**config.mk**
```make
export PLATFORM = sky130hd
export DESIGN_NAME = manchester_cmd_tx_flat
export DESIGN_NICKNAME = d
export VERILOG_FILES = /design/src/rtl/manchester_cmd_if.sv /design/src/rtl/manchester_cmd_tx.sv /design/src/flat_wrapper.sv
export SDC_FILE = /design/constraint.sdc
export NUM_CORES = 1
export LEC_CHECK = 0
export ABC_AREA = 1
export BUFFER_PORTS_ARGS = -buffer_cell sky130_fd_sc_hd__clkbuf_2
export CORE_MARGIN = 3
export CORE_UTILIZATION = 33
export CTS_BUF_LIST = sky130_fd_sc_hd__clkbuf_4 sky130_fd_sc_hd__clkbuf_8
export DETAILED_ROUTE_END_ITERATION = 7
export PLACE_DENSITY = 0.53
export SETUP_SLACK_MARGIN = 0.5
export SLEW_MARGIN = 40
export SYNTH_ARGS = -nofsm -noshare
export SYNTH_HDL_FRONTEND = slang
export SYNTH_SLANG_ARGS = --single-unit
```
**constraint.sdc**
```tcl
create_clock -name clk -period 1.9 [get_ports clk]
set_clock_uncertainty 0.05 [all_clocks]
set_input_delay 0.19 -clock clk [delete_from_list [all_inputs] [get_ports clk]]
set_output_delay 0.19 -clock clk [all_outputs]
set_load 0.005 [all_outputs]
```
**src/rtl/manchester_cmd_if.sv**
```systemverilog
// manchester_cmd_if: sequencer <-> Manchester command transmitter handshake and status bundle
interface manchester_cmd_if;
    logic [2:0]  command_1;
    logic        start;
    logic        ready_command;
    logic        tx_out;
    logic        tx_active;
    logic        cmd_err;
    logic [15:0] frame_cnt;
    modport master (output command_1, start, input ready_command, tx_out, tx_active, cmd_err, frame_cnt);
    modport slave  (input command_1, start, output ready_command, tx_out, tx_active, cmd_err, frame_cnt);
endinterface

```
**src/rtl/manchester_cmd_tx.sv**
```systemverilog
// manchester_cmd_tx: maps a command code to a payload and sends preamble+payload+parity Manchester-encoded
module manchester_cmd_tx #(
    parameter int         HALF_BIT_CLKS = 2500,
    parameter logic [7:0] PREAMBLE      = 8'hA5
) (
    input logic             clk,
    input logic             rst,
    manchester_cmd_if.slave bus
);
    localparam int CW = $clog2(HALF_BIT_CLKS) + 1;
    localparam logic [1:0] S_IDLE = 2'd0, S_FIRST = 2'd1, S_SECOND = 2'd2, S_ERR = 2'd3;
    logic [1:0]    state_q, state_d;
    logic [16:0]   sh_q, sh_d;
    logic [CW-1:0] cnt_q, cnt_d;
    logic [4:0]    idx_q, idx_d;
    logic [15:0]   frame_q, frame_d;
    logic          start_d_q, ready_q, ready_d, tx_q, tx_d, act_q, act_d, err_q, err_d;
    logic [7:0]    payload;
    logic [16:0]   load;
    logic          start_edge, half_done;
    assign start_edge = bus.start & ~start_d_q;
    assign half_done  = cnt_q == CW'(HALF_BIT_CLKS - 1);
    assign payload    = bus.command_1 == 3'd4 ? 8'hFF : 8'h11 << bus.command_1[1:0];
    assign load       = {^payload, payload, PREAMBLE};
    always_comb begin
        state_d = state_q;
        sh_d    = sh_q;
        cnt_d   = cnt_q;
        idx_d   = idx_q;
        frame_d = frame_q;
        ready_d = ready_q;
        tx_d    = tx_q;
        act_d   = act_q;
        err_d   = err_q;
        case (state_q)
            S_IDLE: begin
                ready_d = 1'b1;
                tx_d    = 1'b0;
                act_d   = 1'b0;
                err_d   = 1'b0;
                if (start_edge && bus.command_1 <= 3'd4) begin
                    sh_d    = load;
                    cnt_d   = '0;
                    idx_d   = '0;
                    ready_d = 1'b0;
                    act_d   = 1'b1;
                    tx_d    = ~load[0];
                    state_d = S_FIRST;
                end else if (start_edge) begin
                    ready_d = 1'b0;
                    err_d   = 1'b1;
                    state_d = S_ERR;
                end
            end
            S_FIRST: begin
                cnt_d = half_done ? '0 : cnt_q + 1'b1;
                if (half_done) begin
                    tx_d    = sh_q[0];
                    state_d = S_SECOND;
                end
            end
            S_SECOND: begin
                cnt_d = half_done ? '0 : cnt_q + 1'b1;
                if (half_done && idx_q < 5'd16) begin
                    sh_d    = sh_q >> 1;
                    idx_d   = idx_q + 1'b1;
                    tx_d    = ~sh_q[1];
                    state_d = S_FIRST;
                end else if (half_done) begin
                    tx_d    = 1'b0;
                    act_d   = 1'b0;
                    ready_d = 1'b1;
                    frame_d = frame_q + 1'b1;
                    state_d = S_IDLE;
                end
            end
            S_ERR: begin
                err_d   = 1'b0;
                ready_d = 1'b1;
                state_d = S_IDLE;
            end
            default: begin
                ready_d = 1'b1;
                tx_d    = 1'b0;
                act_d   = 1'b0;
                err_d   = 1'b0;
                state_d = S_IDLE;
            end
        endcase
    end
    always_ff @(posedge clk or posedge rst) begin
        if (rst) begin
            state_q   <= S_IDLE;
            sh_q      <= '0;
            cnt_q     <= '0;
            idx_q     <= '0;
            frame_q   <= '0;
            start_d_q <= 1'b0;
            ready_q   <= 1'b1;
            tx_q      <= 1'b0;
            act_q     <= 1'b0;
            err_q     <= 1'b0;
        end else begin
            state_q   <= state_d;
            sh_q      <= sh_d;
            cnt_q     <= cnt_d;
            idx_q     <= idx_d;
            frame_q   <= frame_d;
            start_d_q <= bus.start;
            ready_q   <= ready_d;
            tx_q      <= tx_d;
            act_q     <= act_d;
            err_q     <= err_d;
        end
    end
    assign bus.ready_command = ready_q;
    assign bus.tx_out        = tx_q;
    assign bus.tx_active     = act_q;
    assign bus.cmd_err       = err_q;
    assign bus.frame_cnt     = frame_q;
endmodule
```
**src/flat_wrapper.sv**
```systemverilog
// flat-port wrapper written by rule: the top's interface ports become plain ports
module manchester_cmd_tx_flat 
#(
    parameter int         HALF_BIT_CLKS = 2500,
    parameter logic [7:0] PREAMBLE      = 8'hA5
)
  (clk, rst, bus_command_1, bus_start, bus_ready_command, bus_tx_out, bus_tx_active, bus_cmd_err, bus_frame_cnt);
  manchester_cmd_if bus_i ();
  input logic clk;
  input logic rst;
  input wire logic [$bits(bus_i.command_1)-1:0] bus_command_1;
  input wire logic [$bits(bus_i.start)-1:0] bus_start;
  output wire logic [$bits(bus_i.ready_command)-1:0] bus_ready_command;
  output wire logic [$bits(bus_i.tx_out)-1:0] bus_tx_out;
  output wire logic [$bits(bus_i.tx_active)-1:0] bus_tx_active;
  output wire logic [$bits(bus_i.cmd_err)-1:0] bus_cmd_err;
  output wire logic [$bits(bus_i.frame_cnt)-1:0] bus_frame_cnt;
  assign bus_i.command_1 = bus_command_1;
  assign bus_i.start = bus_start;
  assign bus_ready_command = bus_i.ready_command;
  assign bus_tx_out = bus_i.tx_out;
  assign bus_tx_active = bus_i.tx_active;
  assign bus_cmd_err = bus_i.cmd_err;
  assign bus_frame_cnt = bus_i.frame_cnt;
  manchester_cmd_tx #(.HALF_BIT_CLKS(HALF_BIT_CLKS), .PREAMBLE(PREAMBLE)) u_core (.clk(clk), .rst(rst), .bus(bus_i));
endmodule
```
==> metrics.cfg, run 1 <==
[setup_path]
crit_required_ns = 2.12
crit_slowest_cell = dfrtp_2
crit_path_start_kind = register
path_common_cell = nor2_4
arrival_ns = 1.83
reg2reg_slack_ns = 0.29
crit_path_end_kind = register
path_cells = nor2_4 > nand2_2 > nor2_4 > nand3_4 > nor2_4 > buf_6 > buf_12 > buf_16 > nand2_4 > o21ai_1
crit_path_max_incr_delay_ns = 0.43
worst-path-max-fanout = 7
timing_worst_setup_path_type = register to register

[sta]
max_freq_mhz = 623
finalSetupViolCount = 0
hold_viol = 0
min_period_ns = 1.61
relSlewSlack_pct = 66.3
rsz0062_at_grt = yes
worst_slew_pin_slew_ns = 0.505
finalSetupTns_ns = 0
slew_violations = 0
post-route-period-util_pct = 84.5

[run_status]
status = finished clean

[finish]
num-nets-final = 578
n_antenna_cell = 0
area_delta_synth_final_pct = 48.4
drive_gt1_share_pct = 37.9
final_util_pct = 50.8
multi_input_area_um2 = 2140
final_area_um2 = 5010
regArea_um2 = 1430
nFillCells = 919

[floorplanning]
dieArea_um2 = 11500
die_h_um = 107
initial_core_util_pct = 34.2
io_pins = 26
die_w_um = 107
rows = 36
core_area_um2 = 9860

[yosys]
ys.flop_type = dfrtp_1
synth.top_cells.by_count = nand2_1 (184), dfrtp_1 (56), inv_1 (46)
synth_area_leaders = dfrtp_1 (41%), nand2_1 (20%), nand3_1 (6.7%), inv_1 (5.1%), nor2_1 (3.9%)
yosysTopAreaCell = dfrtp_1
syn-num-nets = 485
avgSynthCellArea_um2 = 7.16
synth_cell_types = 27
synth_area_um2 = 3380
synth-seq-cells = 57
yosysTopAreaCellShare_pct = 41.5
synth_cells = 472
synth-edff-count = 0
yosysWarnings = 0
synth.most_common_cell = nand2_1
ys_async_sr_fraction_pct = 100
yosysSeqAreaShare_pct = 42.3

[global_route]
overflow = 0
grt_max_degree = 39
grt_pass1_wl_um = 15700
antenna_found_initial = 0
grt_pass1_vias = 3295
grt.total_usage_pct = 17.0

[pwr]
p_seq_share_pct = 26.2
switching_share_pct = 40.7
p_int_mw = 3.56
ir_worst_vdd_v = 0.000930
power_per_cell_area_nw_per_um2 = 1200
p_sw_mw = 2.45
pwr-share-comb_pct = 51.7
p_leak_nw = 2.44
clkPwrFrac_pct = 22.1

[placement]
io_buffers = 25
dp_hpwl_um = 5610
place_area_um2 = 3730
place_congestion = 0.828

[clock_network]
clock_path_buffers = 2
cts_root_buffer = clkbuf_8
cts_sinks = 57
cts_buffers = 9
cts_tree = yes
clock_latency_ns = 0.34
clk_pin_slew_ns = 0.08
ctsHtreeMaxLevel = 3

[route]
wl_per_cell_um = 13.7
drt_iter0_markers = 196
vias = 3430
drtPass1Iterations = 4
drc = 0
ant_nets = 0
wl_um = 9630
viasPerCell = 4.88

[min_path]
hold_path.class = input pin to register

[job]
cap_violations = 0

kinds of logic after synthesis:
group	share of synthesized area (%)
compound gates	3.93
xor+xnor	3.37
fa+ha+maj	2.59
buf+inv	8.26
flops	42.3
simple gates	39.6
per-layer routing:
layer  track usage, %  wire length (µm)  vias up
li1                 -                 -     1688
met2             28.9              4860       54
met3             3.79               346       14
met4             5.02               132        0
met5                0                 0        -
met1             21.6              4300     1674
flip-flops by register name (all words and copies together), names as in the netlist:
register,flops
u_core.bus.frame_cnt,16
u_core.sh_q,16
u_core.cnt_q,13
u_core.idx_q,5
u_core.state_q,2
u_core.bus.cmd_err,1
u_core.bus.ready_command,1
u_core.bus.tx_active,1
u_core.bus.tx_out,1
u_core.start_d_q,1
path summary, 6_finish.rpt:
path,startpoint,end,cells past startpoint
worst max-delay path,u_core.cnt_q[5],u_core.bus.frame_cnt[10],10
worst min-delay path,bus_command_1[2],u_core.sh_q[14],5
worst max register to register,u_core.cnt_q[5],u_core.bus.frame_cnt[10],10
worst min register to register,u_core.bus.ready_command,u_core.bus.ready_command,2
max in group asynchronous,rst,u_core.bus.ready_command,4
min in group asynchronous,rst,u_core.bus.frame_cnt[1],3
repair_timing:
item,4_1_cts,5_1_grt
pin swaps,29,35
setup buffers,36,12
cloned,8,1
endpoints found under the hold margin,20,0
resized for setup,92,55
hold buffers,2,0
setup endpoints to repair,54,55
placed cells by master, fill, tap and decap left out, types with 7 or more instances in the layout:
cell type  instances
nand3_1           27
nand2_2           17
nand2_4           13
nor2_4            12
nor2_1            24
dfrtp_1           51
xor2_1            11
nand3_2           17
nand2_1          160
nor2_2             7
buf_6             15
buf_4             37
inv_2             14
nand4_1           13
o21ai_1           11
clkbuf_2          25
inv_1             31
clkbuf_8          11
area by class of cell:
type                            count  share of cell area, %
Multi-Input combinational cell    358                   42.7
Timing Repair Buffer               91                   17.0
Sequential cell                    57                   28.6
Clock buffer                       11                   3.02
Clock inverter                      5                   1.55
Inverter                           48                   3.77
Tap cell                          133                   3.32
power groups by stage:
stage          clock (mW)  combinational, mW  sequential [mW]
2_1_floorplan           0               1.34             1.56
3_3_place_gp            0               1.71             1.61
3_5_place_dp            0               1.72             1.61
4_1_cts              1.36               2.72             1.56
5_1_grt              1.41               3.39             1.60
6_report             1.32               3.11             1.57
worst max-delay path, delay by kind of cell, from the launching register on:
kind / cells / cell delay, ns
simple gates: 6 / 0.62
buf+inv: 3 / 0.35
flops: 1 / 0.43
compound gates: 1 / 0.07
stage by stage:
| stage | worst slack, ns | instances | hold slack, ns | total power [mW] |
|---|---|---|---|---|
| after global routing | 0.209 | 703 | 0.236 | 6.39 |
| after detailed placement | 0.119 | 628 | 0.197 | 3.33 |
| after CTS | 0.322 | 690 | 0.218 | 5.64 |
| final | 0.294 | 703 | 0.204 | 6.01 |
| after global placement | 0.115 | 628 | 0.192 | 3.32 |
| after floorplan | 0.425 | 472 | 0.171 | 2.91 |
Power figures use the tool's default switching activity.
==> inputs of run 2 (changes only) <==
- PLACE_DENSITY: 0.53 -> 0.55
- clock period: 1.9 -> 1.46 ns (I/O delays scaled with it)
==> run 2 against run 1 <==
Against the previous run:
- the flow now finishes with violations (setup timing)
- die area did not move
- sequential power rose by 32%
- worst setup slack got worse by 0.42 ns
- first-iteration DRC count fell by 21%
- wire length barely moved
- total power rose by 31%
- sequential share of layout area fell by 1.1 points
- non-clock buffer count rose by 29
- largest power group unchanged
==> metrics.cfg, run 2 (same netlist as run 1, synthesis figures left out) <==
[sta]
min_period_ns = 1.58
rsz0062_at_grt = yes
slew_violations = 0
fin_ws_ns = -0.122
max_freq_mhz = 632
post-route-period-util_pct = 108
hold_viol = 0
relSlewSlack_pct = 76.7
worst_slew_pin_slew_ns = 0.346
finalSetupViolCount = 46

[setup_path]
reg2reg_to = u_core.bus.frame_cnt[10]
path_common_cell = nor2_4
crit_path_end_kind = register
crit_path_start_kind = register
reg2reg_slack_ns = -0.12
rr_worst_depth = 9
worst-path-max-fanout = 10
crit_required_ns = 1.66
crit_path_max_incr_delay_ns = 0.42
timing_worst_setup_path_type = register to register
r2r-start = u_core.cnt_q[2]
crit_slowest_cell = dfrtp_1
cp_top_family = simple AND/OR/NAND/NOR gates
path_buf_inv = 2
path_cells = nor2_4 > nand2_2 > nor2_4 > nand3_4 > nor2_4 > buf_12 > buf_12 > nand2_2 > o21ai_1
arrival_ns = 1.78

[finish]
drive_gt1_share_pct = 43.5
final_common_cell = nand2_1
nFillCells = 909
n_antenna_cell = 0
area_delta_synth_final_pct = 54.3
num-nets-final = 605
final_util_pct = 52.8
final_cell_mix = nand2_1 (129), buf_4 (65), dfrtp_1 (50)

[global_route]
grt_max_degree = 58
grt_pass1_vias = 3263
overflow = 0
grt_pass1_wl_um = 15400
grt.total_usage_pct = 16.5
antenna_found_initial = 0

[floorplanning]
core_area_um2 = 9860
die_h_um = 107
io_pins = 26
rows = 36
initial_core_util_pct = 34.2
die_w_um = 107
dieArea_um2 = 11500

[clock_network]
ctsHtreeMaxLevel = 3
clk_pin_slew_ns = 0.07
cts_sinks = 57
cts_root_buffer = clkbuf_8
cts_buffers = 9
clock_path_buffers = 2
cts_tree = yes
clock_latency_ns = 0.32

[placement]
place_congestion = 0.863
post-place-ws_ns = -0.109
dp_hpwl_um = 6110
io_buffers = 25

[pwr]
power_per_cell_area_nw_per_um2 = 1510
ir_worst_vdd_v = 0.00146
power.total_mw = 7.88
p_leak_nw = 2.61

[run_status]
violations = setup timing
status = finished with violations

[route]
wl_per_cell_um = 13.2
drc = 0
vias = 3477
drt_iter0_markers = 154
viasPerCell = 4.77
drtPass1Iterations = 4
ant_nets = 0
wl_um = 9620

[min_path]
min_to = u_core.bus.cmd_err
hold_path.class = input pin to register
min_path_cells = 5
hold_start = bus_command_1[2]

[job]
cap_violations = 0

[run 2: cell count changes in the layout (fill, tap and decap cells not counted), moves of 4 or more]
| cell | change |
|---|---|
| nand2_1 | -31 |
| buf_4 | +28 |
| nand2_2 | +23 |
| nand3_2 | -13 |
| nand3_1 | +12 |
| clkbuf_2 | -9 |
| nand2_4 | +8 |
| buf_6 | +7 |
| buf_2 | +5 |
| inv_2 | -4 |
| nor2_4 | -4 |
[run 2: timing repair]
item,in CTS,in global routing
endpoints found under the hold margin,57,0
resized for setup,39,117
hold buffers,2,0
endpoints found under the setup margin,76,76
pin swaps,11,23
cloned,3,2
buffers inserted,16,17
[run 2: tightest hold or removal path: stages]
cell	delay, ns
clkbuf_2	0.11
inv_1	0.07
nor2_1	0.06
nand3_1	0.08
o21ai_1	0.06
[run 2: stage by stage]
stage | hold slack, ns | cells | TNS, ns | area (µm²)
after detailed placement | 0.200 | 674 | -2.64 | 4160
after global placement | 0.192 | 674 | -1.32 | 4160
after CTS | 0.170 | 710 | -2.76 | 4670
after floorplan | 0.127 | 472 | -0.0644 | 3510
after global routing | 0.201 | 729 | -7.59 | 5210
final | 0.194 | 729 | -3.76 | 5210
[run 2: layer usage]
metal	GRT usage [%]	up-vias	routed length, µm
met2	27.2	60	4740
met3	2.41	22	254
li1	-	1737	-
met4	5.94	0	238
met1	21.9	1658	4390
met5	0	-	0
[run 2: worst max-delay path by stage]
stage,cells after the start,startpoint,slack [ns],endpoint
2_1_floorplan,8,u_core.cnt_q[4],-0.01,u_core.bus.frame_cnt[7]
3_3_place_gp,7,u_core.state_q[0],-0.07,u_core.sh_q[4]
3_5_place_dp,8,u_core.cnt_q[9],-0.11,u_core.bus.frame_cnt[10]
4_1_cts,9,u_core.cnt_q[1],-0.1,u_core.sh_q[14]
5_1_grt,9,u_core.cnt_q[9],-0.22,u_core.bus.frame_cnt[8]
6_report,9,u_core.cnt_q[2],-0.12,u_core.bus.frame_cnt[10]
[run 2: cell type report]
cell class / instances / area, µm² / area share, %
flip-flops and latches: 57 / 1440 / 27.5
clock buffers: 12 / 159 / 3.05
inverters: 48 / 191 / 3.67
multi-input cells: 356 / 2150 / 41.2
repair buffers: 120 / 1070 / 20.6
well taps: 133 / 166 / 3.19
clock inverters: 3 / 40.0 / 0.768
[run 2: where the power goes]
part           switching, mW  internal [mW]  total [mW]
registers              0.202           1.86        2.07
clock network          0.622          0.886        1.51
logic                   2.37           1.94        4.31
